[src/rtl/glitch_sequencer_if.sv]
// Serial register bus for glitch_sequencer; also supplies default command codes
// when the shared command header has not already defined them.
`ifndef SEQ_DELAY
`define SEQ_DELAY  8'h60
`endif
`ifndef SEQ_WIDTH
`define SEQ_WIDTH  8'h61
`endif
`ifndef SEQ_GAP
`define SEQ_GAP    8'h62
`endif
`ifndef SEQ_COUNT
`define SEQ_COUNT  8'h63
`endif
`ifndef SEQ_CTRL
`define SEQ_CTRL   8'h64
`endif
`ifndef SEQ_STATUS
`define SEQ_STATUS 8'h65
`endif

interface glitch_sequencer_if;
  logic [7:0]  reg_cmd;
  logic [15:0] reg_bytecount;
  logic [7:0]  reg_data_in;
  logic [7:0]  reg_data_out;
  logic        reg_read;
  logic        reg_write;

  modport master (
    output reg_cmd, reg_bytecount, reg_data_in, reg_read, reg_write,
    input  reg_data_out
  );

  modport slave (
    input  reg_cmd, reg_bytecount, reg_data_in, reg_read, reg_write,
    output reg_data_out
  );
endinterface

[src/rtl/glitch_sequencer.sv]
// Armed multi-pulse trigger sequencer: delay, then N pulses of width W separated by gap G.
// Optional auto-rearm (CTRL bit1, DONE->ARMED) is enabled by GLITCH_SEQ_AUTO_REARM_EN.
module glitch_sequencer #(
  parameter int unsigned CNT_W    = 24,
  parameter int unsigned PULSES_W = 8
) (
  input  logic                timerclk,
  input  logic                reset,
  input  logic                trigger_in,
  glitch_sequencer_if.slave   regs,
  output logic                glitch_out,
  output logic                busy,
  output logic                done
);

  localparam int unsigned CNT_BYTES = (CNT_W + 7) / 8;
  localparam int unsigned PADW      = CNT_BYTES * 8;

  typedef enum logic [2:0] {
    S_IDLE  = 3'd0,
    S_ARMED = 3'd1,
    S_DELAY = 3'd2,
    S_PULSE = 3'd3,
    S_GAP   = 3'd4,
    S_DONE  = 3'd5
  } state_e;

  state_e              state_q;
  logic [PADW-1:0]     delay_q, width_q, gap_q;
  logic [PULSES_W-1:0] count_q;
  logic                arm_q;
  logic                sticky_q;
  logic                trig_q;
  logic [CNT_W-1:0]    cnt_q;
  logic [CNT_W-1:0]    wk_w_q, wk_g_q;
  logic [PULSES_W-1:0] pulses_q;
  logic                glitch_q, busy_q, done_q;
`ifdef GLITCH_SEQ_AUTO_REARM_EN
  logic                rearm_q;
`endif

  logic                trig_edge;
  logic                ctrl_wr, arm_set, abort;
  logic [CNT_W-1:0]    delay_v, width_v, gap_v;
  logic [CNT_W-1:0]    width_m1, gap_m1;
  logic [PULSES_W-1:0] npulses;
  logic                rearm_bit;
  logic [7:0]          rd_data;

  assign trig_edge = trigger_in & ~trig_q;
  assign ctrl_wr   = regs.reg_write && (regs.reg_cmd == `SEQ_CTRL) && (regs.reg_bytecount == '0);
  assign arm_set   = ctrl_wr & regs.reg_data_in[0];
  assign abort     = ctrl_wr & ~regs.reg_data_in[0] & (state_q != S_IDLE);

  assign delay_v  = delay_q[CNT_W-1:0];
  assign width_v  = width_q[CNT_W-1:0];
  assign gap_v    = gap_q[CNT_W-1:0];
  assign width_m1 = (width_v == '0) ? '0 : width_v - CNT_W'(1);
  assign gap_m1   = (gap_v == '0) ? '0 : gap_v - CNT_W'(1);
  assign npulses  = (count_q == '0) ? PULSES_W'(1) : count_q;

`ifdef GLITCH_SEQ_AUTO_REARM_EN
  assign rearm_bit = rearm_q;
`else
  assign rearm_bit = 1'b0;
`endif

  // Configuration registers; out-of-range byte indices never match and are dropped
  always_ff @(posedge timerclk) begin
    if (reset) begin
      delay_q <= '0;
      width_q <= '0;
      gap_q   <= '0;
      count_q <= '0;
    end else if (regs.reg_write) begin
      case (regs.reg_cmd)
        `SEQ_DELAY:
          for (int unsigned i = 0; i < CNT_BYTES; i++)
            if (i == 32'(regs.reg_bytecount)) delay_q[i*8 +: 8] <= regs.reg_data_in;
        `SEQ_WIDTH:
          for (int unsigned i = 0; i < CNT_BYTES; i++)
            if (i == 32'(regs.reg_bytecount)) width_q[i*8 +: 8] <= regs.reg_data_in;
        `SEQ_GAP:
          for (int unsigned i = 0; i < CNT_BYTES; i++)
            if (i == 32'(regs.reg_bytecount)) gap_q[i*8 +: 8] <= regs.reg_data_in;
        `SEQ_COUNT:
          if (regs.reg_bytecount == '0) count_q <= PULSES_W'(regs.reg_data_in);
        default: ;
      endcase
    end
  end

  // The delay counter is loaded with D (not D-1): the extra DELAY cycle with cnt==0
  // is what places the first rising edge at t+D+1, and D=0 shares the same path.
  always_ff @(posedge timerclk) begin
    if (reset) begin
      state_q  <= S_IDLE;
      arm_q    <= 1'b0;
      sticky_q <= 1'b0;
      trig_q   <= 1'b0;
      cnt_q    <= '0;
      wk_w_q   <= '0;
      wk_g_q   <= '0;
      pulses_q <= '0;
      glitch_q <= 1'b0;
      busy_q   <= 1'b0;
      done_q   <= 1'b0;
`ifdef GLITCH_SEQ_AUTO_REARM_EN
      rearm_q  <= 1'b0;
`endif
    end else begin
      trig_q <= trigger_in;
      done_q <= 1'b0;
      if (abort) begin
        state_q  <= S_IDLE;
        glitch_q <= 1'b0;
        busy_q   <= 1'b0;
      end else begin
        case (state_q)
          S_IDLE:
            if (arm_q || arm_set) state_q <= S_ARMED;
          S_ARMED:
            if (trig_edge) begin
              cnt_q    <= delay_v;
              wk_w_q   <= width_m1;
              wk_g_q   <= gap_m1;
              pulses_q <= npulses;
              busy_q   <= 1'b1;
              state_q  <= S_DELAY;
            end
          S_DELAY:
            if (cnt_q == '0) begin
              glitch_q <= 1'b1;
              cnt_q    <= wk_w_q;
              state_q  <= S_PULSE;
            end else begin
              cnt_q <= cnt_q - CNT_W'(1);
            end
          S_PULSE:
            if (cnt_q == '0) begin
              glitch_q <= 1'b0;
              if (pulses_q <= PULSES_W'(1)) begin
                busy_q   <= 1'b0;
                done_q   <= 1'b1;
                sticky_q <= 1'b1;
                state_q  <= S_DONE;
              end else begin
                pulses_q <= pulses_q - PULSES_W'(1);
                cnt_q    <= wk_g_q;
                state_q  <= S_GAP;
              end
            end else begin
              cnt_q <= cnt_q - CNT_W'(1);
            end
          S_GAP:
            if (cnt_q == '0) begin
              glitch_q <= 1'b1;
              cnt_q    <= wk_w_q;
              state_q  <= S_PULSE;
            end else begin
              cnt_q <= cnt_q - CNT_W'(1);
            end
          S_DONE: begin
`ifdef GLITCH_SEQ_AUTO_REARM_EN
            if (rearm_q) begin
              state_q <= S_ARMED;
            end else begin
              arm_q   <= 1'b0;
              state_q <= S_IDLE;
            end
`else
            arm_q   <= 1'b0;
            state_q <= S_IDLE;
`endif
          end
          default: state_q <= S_IDLE;
        endcase
      end
      // A CTRL write takes precedence over the automatic arm clear in DONE
      if (ctrl_wr) begin
        arm_q <= regs.reg_data_in[0];
`ifdef GLITCH_SEQ_AUTO_REARM_EN
        rearm_q <= regs.reg_data_in[1];
`endif
        if (regs.reg_data_in[0]) sticky_q <= 1'b0;
      end
    end
  end

  always_comb begin
    rd_data = '0;
    if (regs.reg_read) begin
      case (regs.reg_cmd)
        `SEQ_DELAY:
          for (int unsigned i = 0; i < CNT_BYTES; i++)
            if (i == 32'(regs.reg_bytecount)) rd_data = delay_q[i*8 +: 8];
        `SEQ_WIDTH:
          for (int unsigned i = 0; i < CNT_BYTES; i++)
            if (i == 32'(regs.reg_bytecount)) rd_data = width_q[i*8 +: 8];
        `SEQ_GAP:
          for (int unsigned i = 0; i < CNT_BYTES; i++)
            if (i == 32'(regs.reg_bytecount)) rd_data = gap_q[i*8 +: 8];
        `SEQ_COUNT:
          if (regs.reg_bytecount == '0) rd_data = 8'(count_q);
        `SEQ_CTRL:
          if (regs.reg_bytecount == '0) rd_data = {6'b0, rearm_bit, arm_q};
        `SEQ_STATUS:
          if (regs.reg_bytecount == '0) rd_data = {3'b0, state_q, sticky_q, busy_q};
        default: ;
      endcase
    end
  end

  assign regs.reg_data_out = rd_data;
  assign glitch_out        = glitch_q;
  assign busy              = busy_q;
  assign done              = done_q;

endmodule

[src/flat_wrapper.sv]
// flat-port wrapper written by rule: the top's interface ports become plain ports
module glitch_sequencer_flat 
#(
  parameter int unsigned CNT_W    = 24,
  parameter int unsigned PULSES_W = 8
)
  (timerclk, reset, trigger_in, glitch_out, busy, done, regs_reg_cmd, regs_reg_bytecount, regs_reg_data_in, regs_reg_read, regs_reg_write, regs_reg_data_out);
  glitch_sequencer_if regs_i ();
  input  logic timerclk;
  input  logic reset;
  input  logic trigger_in;
  output logic glitch_out;
  output logic busy;
  output logic done;
  input wire logic [$bits(regs_i.reg_cmd)-1:0] regs_reg_cmd;
  input wire logic [$bits(regs_i.reg_bytecount)-1:0] regs_reg_bytecount;
  input wire logic [$bits(regs_i.reg_data_in)-1:0] regs_reg_data_in;
  input wire logic [$bits(regs_i.reg_read)-1:0] regs_reg_read;
  input wire logic [$bits(regs_i.reg_write)-1:0] regs_reg_write;
  output wire logic [$bits(regs_i.reg_data_out)-1:0] regs_reg_data_out;
  assign regs_i.reg_cmd = regs_reg_cmd;
  assign regs_i.reg_bytecount = regs_reg_bytecount;
  assign regs_i.reg_data_in = regs_reg_data_in;
  assign regs_i.reg_read = regs_reg_read;
  assign regs_i.reg_write = regs_reg_write;
  assign regs_reg_data_out = regs_i.reg_data_out;
  glitch_sequencer #(.CNT_W(CNT_W), .PULSES_W(PULSES_W)) u_core (.timerclk(timerclk), .reset(reset), .trigger_in(trigger_in), .regs(regs_i), .glitch_out(glitch_out), .busy(busy), .done(done));
endmodule
[config.mk]
export PLATFORM = sky130hd
export DESIGN_NAME = glitch_sequencer_flat
export DESIGN_NICKNAME = d
export VERILOG_FILES = /design/src/rtl/glitch_sequencer_if.sv /design/src/rtl/glitch_sequencer.sv /design/src/flat_wrapper.sv
export SDC_FILE = /design/constraint.sdc
export NUM_CORES = 1
export LEC_CHECK = 0
export ABC_AREA = 1
export CAP_MARGIN = 10
export CORE_ASPECT_RATIO = 2
export CORE_MARGIN = 2
export CORE_UTILIZATION = 54
export DETAILED_ROUTE_END_ITERATION = 12
export PLACE_DENSITY = 0.73
export SLEW_MARGIN = 0
export SYNTH_ARGS = -nofsm -noshare
export SYNTH_HDL_FRONTEND = slang
export SYNTH_SLANG_ARGS = --single-unit
[constraint.sdc]
create_clock -name timerclk -period 2.3 [get_ports timerclk]
set_input_delay 0.345 -clock timerclk [delete_from_list [all_inputs] [get_ports timerclk]]
set_output_delay 0.345 -clock timerclk [all_outputs]
set_load 0.02 [all_outputs]
Word level (Yosys, flattened, before mapping)
Cells that the tools add are included.
{"block": "totals", "register_bits": 169}
{"block": "op_classes", "reduce_logical": 34, "eq_ne": 21, "n_addsub": 4, "magnitude_cmp": 1, "muxes": 49, "bitwise": 9}
{"op": "2-to-1 mux 24 bit", "count": 6}
{"op": "2-to-1 mux 8 bit", "count": 15}
{"op": "zero test 24 bit", "count": 3}
{"op": "one-hot mux 24 bit (3 select lines)", "count": 1}
{"op": "subtractor 24 x 1 -> 24 bit (second input constant)", "count": 3}
{"op": "== test 8 x 7 -> 1 bit (second input constant)", "count": 6}
{"op": "one-hot mux 8 bit (6 select lines)", "count": 1}
{"op": "AND reduction 3 bit", "count": 12}
{"op": "2-to-1 mux 1 bit", "count": 17}
{"op": "== test 1 x 16 -> 1 bit (first input constant)", "count": 1}
{"op": "== test 2 x 16 -> 1 bit (first input constant)", "count": 1}
{"op": "zero test 16 bit", "count": 1}
{"op": "one-hot mux 8 bit (2 select lines)", "count": 1}
{"op": "2-to-1 mux 3 bit", "count": 4}
{"op": "inequality test 2 x 1 -> 1 bit (second input constant)", "count": 6}
{"op": "one-hot mux 3 bit (4 select lines)", "count": 1}
{"op": "AND reduction 4 bit", "count": 3}
{"op": "less-or-equal comparator 8 x 1 -> 1 bit (second input constant)", "count": 1}
{"op": "zero test 8 bit", "count": 1}
{"op": "subtractor 8 x 1 -> 8 bit (second input constant)", "count": 1}
{"op": "== test 3 x 2 -> 1 bit (second input constant)", "count": 2}
{"op": "== test 3 bit (second input constant)", "count": 2}
{"op": "nonzero test 2 bit", "count": 3}
{"op": "nonzero test 3 bit", "count": 2}
{"op": "other kinds (14)", "count": 24}

Longest topological paths before layout
Gate-level depths: netlist of the first run.
{"block": "depth", "word_depth": 8, "depth_mapped": 15}

Worst setup path after synthesis of the first run
Ideal clock, no wire load.
{"block": "synth_timing", "path_type": "in2out", "start": "in regs_reg_bytecount[15]", "end": "out regs_reg_data_out[6]", "t_arrival_ps": 1747, "n_path_buf": 2, "required_time_ps": 1955, "setup_slack_ps": 208, "stages": 11, "cell_sequence": "nor2_1 > nand2_1 > nor2_4 > buf_4 > nand3_1 > clkbuf_1 > o21ai_0 > nand2_1 > nand3_1 > nor2_1 > nor2_1"}
{"block": "synth_via", "elab_chain_len": 6}
{"element": "from (decl)", "line": "flat_wrapper.sv:16", "text": "input wire logic [$bits(regs_i.reg_bytecount)-1:0] regs_reg_bytecount;"}
{"element": "zero test 16 bit"}
{"element": "2-to-1 mux 8 bit, on equally long branches (3 in a row)", "line": "glitch_sequencer.sv:202, glitch_sequencer.sv:196, glitch_sequencer.sv:199"}
{"element": "one-hot mux 8 bit (6 select lines) (*)", "line": "glitch_sequencer.sv:193", "text": "case (regs.reg_cmd)"}
{"element": "2-to-1 mux 8 bit (*)", "line": "glitch_sequencer.sv:192", "text": "if (regs.reg_read) begin"}
{"element": "to (decl)", "line": "flat_wrapper.sv:20", "text": "output wire logic [$bits(regs_i.reg_data_out)-1:0] regs_reg_data_out;"}
Every way passes the cells marked *; elsewhere a longest branch is shown, timed or not.

Worst setup path after layout of the first run
{"block": "layout_timing", "start": "in regs_reg_bytecount[1]", "end": "out regs_reg_data_out[7]"}
Same word-level chain as after synthesis.

==> results of run 1 <==
-- placed cells by master, fill, tap and decap left out, drive strengths merged, types with 7 or more instances in the layout --
master,count
a21oi,146
and2,7
buf,143
clkbuf,34
clkdlybuf4s50,14
clkinv,10
dfxtp,169
inv,157
nand2,330
nand3,133
nand3b,9
nand4,37
nor2,304
nor3,18
o21ai,155
xnor2,7
xor2,40
-- flip-flops by register name, indices dropped and copies added (netlist names), 3 cells and up --
signal / cells
u_core.gap_q: 24
u_core.wk_w_q: 24
u_core.count_q: 8
u_core.pulses_q: 8
u_core.width_q: 24
u_core.state_q: 3
u_core.wk_g_q: 24
u_core.delay_q: 24
u_core.cnt_q: 24
-- report_power, final --
group          switching [uW]  internal, uW
Sequential                208          3110
Clock                    1300          1480
Combinational            2140          1110
-- area by class of cell --
cell class                      count  area (sq um)
Fill cell                        1674          5860
Clock buffer                       20           467
Multi-Input combinational cell   1208          6040
Clock inverter                     11          87.6
Timing Repair Buffer              178          1590
Tap cell                          216           270
Sequential cell                   169          3380
Inverter                          159           614
-- cells by family (layout without fill, tap and decap cells) --
kind of cell / count (synthesis) / after routing
buffers and inverters: 222 / 368
flip-flops: 169 / 169
AO/OA/AOI/OAI: 311 / 311
adder cells (fa/ha/maj): 6 / 6
XOR/XNOR: 47 / 47
AND/OR/NAND/NOR: 844 / 844
-- worst max-delay path, cell delays in order --
cell and delay (ns):
dlygate4sd2_1 0.24, inv_2 0.08, nand3_2 0.09, nor2_4 0.18
buf_12 0.13, nand2_8 0.10, buf_12 0.15, nor2_2 0.10
o21ai_1 0.09, nand3_2 0.09, nor2_2 0.04, nor2_1 0.12
buf_4 0.16
-- timing repair --
item,CTS,global route
buffers inserted,10,4
resized for setup,147,102
setup endpoints to repair,8,11
gates cloned,5,0
pin swaps,42,53
-- metrics by stage --
| stage | hold slack (ns) | std cells | power (uW) | setup WS, ns | utilization |
|---|---|---|---|---|---|
| 3_5_place_dp | 0.456 | 1915 | 6530 | -0.730 | 0.626 |
| 5_1_grt | 0.431 | 1961 | 9840 | -0.0417 | 0.680 |
| 3_3_place_gp | 0.453 | 1915 | 6490 | -0.733 | 0.626 |
| 4_1_cts | 0.419 | 1959 | 9290 | 0.00128 | 0.670 |
| 6_report | 0.427 | 1961 | 9350 | 0.0307 | 0.680 |
| 2_1_floorplan | 0.431 | 1599 | 5570 | 0.208 | - |
-- per-layer routing --
| metal | wire length (um) | GRT usage |
|---|---|---|
| met1 | 13000 | 0.403 |
| met2 | 19300 | 0.686 |
| met3 | 2210 | 0.0548 |
| met4 | 4010 | 0.337 |
| met5 | 0 | 0 |
-- worst paths after layout --
kind                          from              endpoint  slack, ns  cells past startpoint
max          regs_reg_bytecount[1]  regs_reg_data_out[7]       0.03                     13
min                          reset      u_core.cnt_q[14]       0.43                      4
max reg2reg        u_core.cnt_q[4]     u_core.state_q[2]       0.19                     10
min reg2reg      u_core.wk_w_q[16]     u_core.wk_w_q[16]       0.47                      2
==> results.yml, run 1 <==
grt:
  grt_pass1_vias: 11000
  gr-total-overflow: 0
  grt_antenna_before_repair: 0
  grt_pass1_wl_mm: 58.6
  grtUsageTotal: 0.394
  grt_max_degree: 56
floorplanning:
  die_h_um: 197
  initial_core_util: 0.550
  core_area_sq_um: 18300
  num_rows: 70
  ios: 48
  dieWidth_um: 101
  die-area_sq_um: 19800
synth:
  muxShareOfSynthArea: 0
  yosysWarnings: 0
  syn_area_sq_um: 10100
  synth_top_family_by_area: "simple AND/OR/NAND/NOR gates"
  synth.avg_cell_area_sq_um: 6.30
  ys_seq_elements: 169
  syn_inst: 1599
  ys_types: 39
  synth_xor_area_frac: 0.0409
  synthSimpleGateAreaFrac: 0.366
  yosys-top-cells-count: "nand2_1 (322), nor2_1 (286), dfxtp_1 (169)"
  synth_compound_gate_area_share: 0.157
  synth_edf_count: 0
  yosysSeqAreaShare: 0.336
  synth_nets: 1642
  yosysTopAreaCell: "dfxtp_1"
  synthArstFlopShare: 0
  synthAdderAreaFrac: 0.00746
  ys.flop_type: "dfxtp_1"
  synth_most_common_cell: "nand2_1"
  synth_top_area_share: 0.336
  synth.area.top_cells: "dfxtp_1 (34%), nand2_1 (12%), nor2_1 (11%)"
cts:
  clock_latency_ns: 0.44
  cts_buffers: 17
  root_buffer: "clkbuf_16"
  cts.reportedPaths.clkPinSlew_ns: 0.07
  holdBufCountCts: 0
  clk_path_buf_depth: 2
  clkSinkCount: 169
  htreeDepth: 4
  cts_tree: "built"
critical_path:
  cp_max_fo: 7
  worstPathArrival_ns: 1.92
  endpoint_kind: "primary output"
  worstSetupPathType: "in2out"
  cp_data_required_time_ns: 1.96
  startpoint_type: "input pin"
sta:
  setup_viol: 0
  finalHoldViolations: 0
  finClkSkew_ns: 0.00647
  worstMarginPinSlew_ns: 0.669
  setup_tns_ns: 0
  clock.fmax_ghz: 0.441
  drv_slew: 0
  period_minus_slack_ns: 2.27
  timing.final.crit_share: 0.987
  max_slew_margin: 0.553
place:
  placed_cell_area_sq_um: 11500
  numPortBuffers: 47
  gp_congestion: 1.06
  hpwl_mm: 29.5
power:
  peakVddDrop_uv: 476
  p_leak_uw: 0.00552
  powerDensity_nw_per_um2: 752
cells_and_area:
  fin_nets: 1776
  drive_gt1_frac: 0.180
  final_area_sq_um: 12400
  syn_to_final_growth_pct: 23.6
  diodes: 0
routing:
  wl_mm: 38.6
  final_antenna_net_count: 0
  drtIter0Drc: 950
  viasPerCell: 5.78
  avgRoutedWirePerCell_um: 19.7
  drc: 0
  vias: 11300
  drtPass1Iterations: 6
outcome:
  status: "completed"
run:
  cap_violations: 0
worst_hold_path:
  min_path_type: "in2reg"
No activity file was read; power rests on OpenSTA's default activity.
==> run 2, diff against run 1 <==
CTS_CLUSTER_SIZE = 30   (was default)
==> results of run 2 <==
Final layout, timing and power as in run 1 (identical DEF).
==> variant 1, RTL diff (config.mk and constraints of run 1) <==
The option `GLITCH_SEQ_AUTO_REARM_EN` is turned on by a define.
--- a/src/rtl/glitch_sequencer.sv
+++ b/src/rtl/glitch_sequencer.sv
@@ -1,4 +1,6 @@
 // Armed multi-pulse trigger sequencer: delay, then N pulses of width W separated by gap G.
 // Optional auto-rearm (CTRL bit1, DONE->ARMED) is enabled by GLITCH_SEQ_AUTO_REARM_EN.
+`define GLITCH_SEQ_AUTO_REARM_EN
+
 module glitch_sequencer #(
   parameter int unsigned CNT_W    = 24,
Function: changed (a bounded check fails within 4 cycles, from zero or initial values and one cycle with reset high).
==> variant 1 against run 1 <==
Sequential cell count grew 1; core utilization up 0.21 points; wire length grew 1.4%; synthesized cell count increased by 5.4%; area after synthesis rose by 5.0%; final cell count increased by 6.2%; critical path depth stayed put; design area up 5.6%; via count up 4.1%; die area grew 4.9%; worst hold slack got worse by 270 ps; setup slack got worse by 12 ps; critical path type unchanged; largest cell class unchanged.
Power is not compared: it rests on default switching activity, and its combinational part moved more than twofold at a synthesized area within 25%.
==> variant 1: results (changes against run 1) <==
* **cell types with the highest counts after synthesis** 420 x nand2_1, 280 x nor2_1, 170 x dfxtp_1
* **CTS H-tree depth** 4, unchanged
* **adder-cell share of the synthesized area** 0.00710, -0.000358
* **comb_multi_in** 1288, +6.6%
* **GR Layer Usage met2** 0.667, -0.0195
* **number of synthesized flops with an enable pin** 0, unchanged
* **register-to-register setup slack** 180 ps
* **clock latency on the worst-skew pair** 460 ps, +20 ps
* **fraction of met3 tracks used by global routing** 0.0674, +0.0126
* **data arrival at the endpoint of the critical path** 1940 ps, +20 ps
* **biggest fanout along the worst timing path** 5, -2
* **share of final-layout standard cells stronger than drive strength 1** 0.168, -0.0116
* **area taken by flip-flops and latches** 0.00340 mm^2, +0.59%
* **part of the Yosys area used for sequential elements** 0.322, -0.0143
* **mux cell area share after synthesis** 0, unchanged
* **Synth Net Count** 1729, +5.3%
* **#FFs+latches synth** 170, +0.59%
* **Synth top area share** 0.322, -0.0143
* **crit path launch** regs_reg_bytecount[3]
* **final setup margin** 19.0 ps, -11.6 ps
* **fraction of the mapped netlist area in compound gates** 0.132, -0.0250
* **final weighted congestion in routability-driven placement** 0.989, -6.3%
* **nonclk buf count** 180, +1.1%
* **number of distinct library cell variants in the gate-level netlist after synthesis** 42, +7.7%
* **overall global routing resource usage** 0.385, -0.00869
* **initial DRC count** 835, -12%
* **highest routed layer** met4
* **total via count in the routed design** 11.8k, +4.1%
* **placed wire-length estimate after detailed placement** 30.0 mm, +1.7%
* **cell types with the largest area share after synthesis** dfxtp_1 32%, nand2_1 15%, nor2_1 9.9%, nand3_1 7.3%, a21oi_1 7.0%
* **wire length the detailed router placed on met1** 13.6 mm, +4.2%
* **met2 routed WL** 19.8 mm, +2.7%
* **met3 wirelength from detailed routing** 2.05 mm, -7.1%
* **xor/xnor cell area share of the yosys netlist** 0.0348, -0.00611
* **final-layout worst hold slack** 162 ps, -265 ps
* **portion of the layout cell area used by non-clock buffers** 0.136, +0.00832
* **startpoint of the worst-slack reg-to-reg timing path** u_core.state_q[0]
* **run status** complete, no violations
* **number of nets in the finished design** 1854, +4.4%
* **multi-input logic portion of the cell area** 0.488, +0.00313
* **relative slew slack** 0.544, -0.00949
* **largest net degree at the start of global routing** 83, +48%
* **family with the most delay on the worst path** simple AND/OR/NAND/NOR gates
* **average footprint of a synthesized cell** 6.27 um^2, -0.37%
* **total routed wirelength** 39.1 mm, +1.4%
* **post-place setup slack** -748 ps, -17.9 ps
* **Clock buffers and inverters, area share** 0.0476, +0.00305
* **setup skew after layout** 12.5 ps, +6.00 ps
* **clock buf count** 17, -15%
* **fillcell total** 1846, +10%
* **non-clock inverter count** 154, -3.1%
* **global routing usage on met1** 0.396, -0.00752
* **global-route wire length before repair** 60.2 mm, +2.6%
variant 1: worst paths after layout:
path,endpoint,cells past startpoint
max reg2reg,u_core.cnt_q[15],8
min,u_core.arm_q,2
max,regs_reg_data_out[0],13
min reg2reg,u_core.wk_g_q[3],2
variant 1: cells by family after synthesis:
| kind of cell | after synthesis |
|---|---|
| adders and majority gates | 6 |
| DFF | 170 |
| AOI/OAI and AO/OA | 268 |
| and+or+nand+nor | 972 |
| xor gates and xnor gates | 42 |
| buffers and inverters | 228 |
variant 1: stage by stage:
stage | utilization | total power, uW | area [um^2] | instances
final | 0.682 | 6400 | 13100 | 2083
after global routing | 0.682 | 6560 | 13100 | 2083
after CTS | 0.676 | 6420 | 13000 | 2077
after detailed placement | 0.623 | 3440 | 12000 | 2029
after global placement | 0.623 | 3440 | 12000 | 2029
after floorplan | - | 3260 | 10600 | 1686
variant 1: repair_timing:
action	CTS	global route
gates resized for setup	154	42
endpoints found under the setup margin	8	8
setup buffers	11	5
pin swaps	42	23
gates cloned	5	1
==> variant 2, RTL diff (flow settings as in run 1) <==
Made on the original files. Register the input `trigger_in` before use, cleared by the reset. The logic sees it one clock later. The other inputs are not delayed to match.
--- a/src/rtl/glitch_sequencer.sv
+++ b/src/rtl/glitch_sequencer.sv
@@ -26,4 +26,14 @@
   } state_e;
 
+  logic trigger_q;
+
+  always_ff @(posedge timerclk) begin
+    if (reset) begin
+      trigger_q <= '0;
+    end else begin
+      trigger_q <= trigger_in;
+    end
+  end
+
   state_e              state_q;
   logic [PADW-1:0]     delay_q, width_q, gap_q;
@@ -48,5 +58,5 @@
   logic [7:0]          rd_data;
 
-  assign trig_edge = trigger_in & ~trig_q;
+  assign trig_edge = trigger_q & ~trig_q;
   assign ctrl_wr   = regs.reg_write && (regs.reg_cmd == `SEQ_CTRL) && (regs.reg_bytecount == '0);
   assign arm_set   = ctrl_wr & regs.reg_data_in[0];
@@ -110,5 +120,5 @@
 `endif
     end else begin
-      trig_q <= trigger_in;
+      trig_q <= trigger_q;
       done_q <= 1'b0;
       if (abort) begin
Behaviour: not the same (a bounded check fails within 4 cycles, from zero or initial values and one cycle with reset high).
==> variant 2 against run 1 <==
Fmax up 1.2%; wire length is 8.0% higher; area after synthesis rose by 3.6%; setup slack gained 27 ps; final cell count rose by 6.5%; sequential cell count is 1 higher; design area up 3.1%; critical endpoint unchanged; largest cell class unchanged; highest routed layer unchanged.
Power is not compared: it rests on default switching activity, and its combinational part moved more than twofold at a synthesized area within 25%.
==> variant 2: results (changes against run 1) <==
* **final weighted congestion in routability-driven placement** 1.07, +1.4%
* **initial DRC count** 971, +2.2%
* **reg2reg end** u_core.wk_g_q[16]
* **part of the Yosys area used for sequential elements** 0.326, -0.00977
* **setup skew after layout** 7.37 ps, +0.902 ps
* **cell types with the highest counts after synthesis** 441 x nand2_1, 309 x nor2_1, 170 x dfxtp_1
* **post-place setup slack** -707 ps, +23.8 ps
* **number of distinct library cell variants in the gate-level netlist after synthesis** 36, -7.7%
* **family with the most delay on the worst path** simple AND/OR/NAND/NOR gates
* **vias in the first global route** 11.4k, +3.7%
* **global-route wire length before repair** 63.0 mm, +7.4%
* **iteration count of the initial detailed-routing pass** 7, +1
* **wire length the detailed router placed on met1** 13.6 mm, +4.4%
* **biggest fanout along the worst timing path** 6, -1
* **placed wire-length estimate after detailed placement** 31.9 mm, +8.2%
* **total instance count after detailed placement** 2036, +6.3%
* **run status** complete, no violations
* **relative slew slack** 0.518, -0.0356
* **total via count in the routed design** 11.8k, +4.5%
* **met2 routed WL** 20.4 mm, +5.5%
* **Synth Net Count** 1739, +5.9%
* **share of final-layout standard cells stronger than drive strength 1** 0.146, -0.0338
* **fraction of met3 tracks used by global routing** 0.0902, +0.0353
* **end point of the worst hold path** u_core.trigger_q
* **met3 wirelength from detailed routing** 2.75 mm, +25%
* **Placement Cell Area** 0.0118 mm^2, +2.9%
* **number of nets in the finished design** 1864, +5.0%
* **cells on worst reg2reg path** 8, -2
variant 2: changes by cell type in the layout (fill, tap and decap cells not counted), sizes merged, moves of 6 or more:
cell         change
nand3b           -8
dlygate4sd2      +7
a21oi            -6
nor2            +21
o21a             +8
nor3            -11
o21ai           -29
and2             -7
nand3           -40
nand2          +115
nand4           +47
variant 2: worst max path at each step:
stage / start / to / slack (ps) / cells past startpoint
6_report: regs_reg_bytecount[7] / regs_reg_data_out[7] / 60 / 14
5_1_grt: regs_reg_bytecount[1] / regs_reg_data_out[4] / -40 / 14
4_1_cts: regs_reg_bytecount[11] / regs_reg_data_out[0] / -0.6 / 13
3_5_place_dp: regs_reg_cmd[0] / regs_reg_data_out[4] / -710 / 13
3_3_place_gp: regs_reg_bytecount[15] / regs_reg_data_out[0] / -680 / 12
2_1_floorplan: regs_reg_bytecount[3] / regs_reg_data_out[1] / 210 / 11
variant 2: layout make-up:
cell class,count,area [um^2]
Timing Repair Buffer,176,1620
Multi-Input combinational cell,1292,6230
Clock buffer,21,450
Fill cell,1730,6000
Tap cell,255,319
Sequential cell,170,3400
Inverter,164,629
Clock inverter,11,170
variant 2: kinds of logic (layout without fill, tap and decap cells):
kind of cell    count (synthesis)  in the layout  synth area share
fa+ha+maj                       6              6           0.00720
buf+inv                       235            372            0.0934
compound gates                284            284             0.140
xor+xnor                       44             44            0.0369
flops                         170            170             0.326
simple gates                  957            958             0.396
variant 2: power by group through the flow:
stage               logic [uW]  clock network [uW]  registers, uW
finish                     249                3060           2940
global route               264                3200           2940
CTS                        236                3070           2950
detailed placement         238                   0           3010
global placement           236                   0           3010
floorplan                 92.0                   0           3010
variant 2: what timing repair did:
item                       4_1_cts  5_1_grt
pin swaps                       23       35
setup endpoints to repair        8       27
setup buffers                   13        4
gates cloned                     4        0
resized for setup              109       59
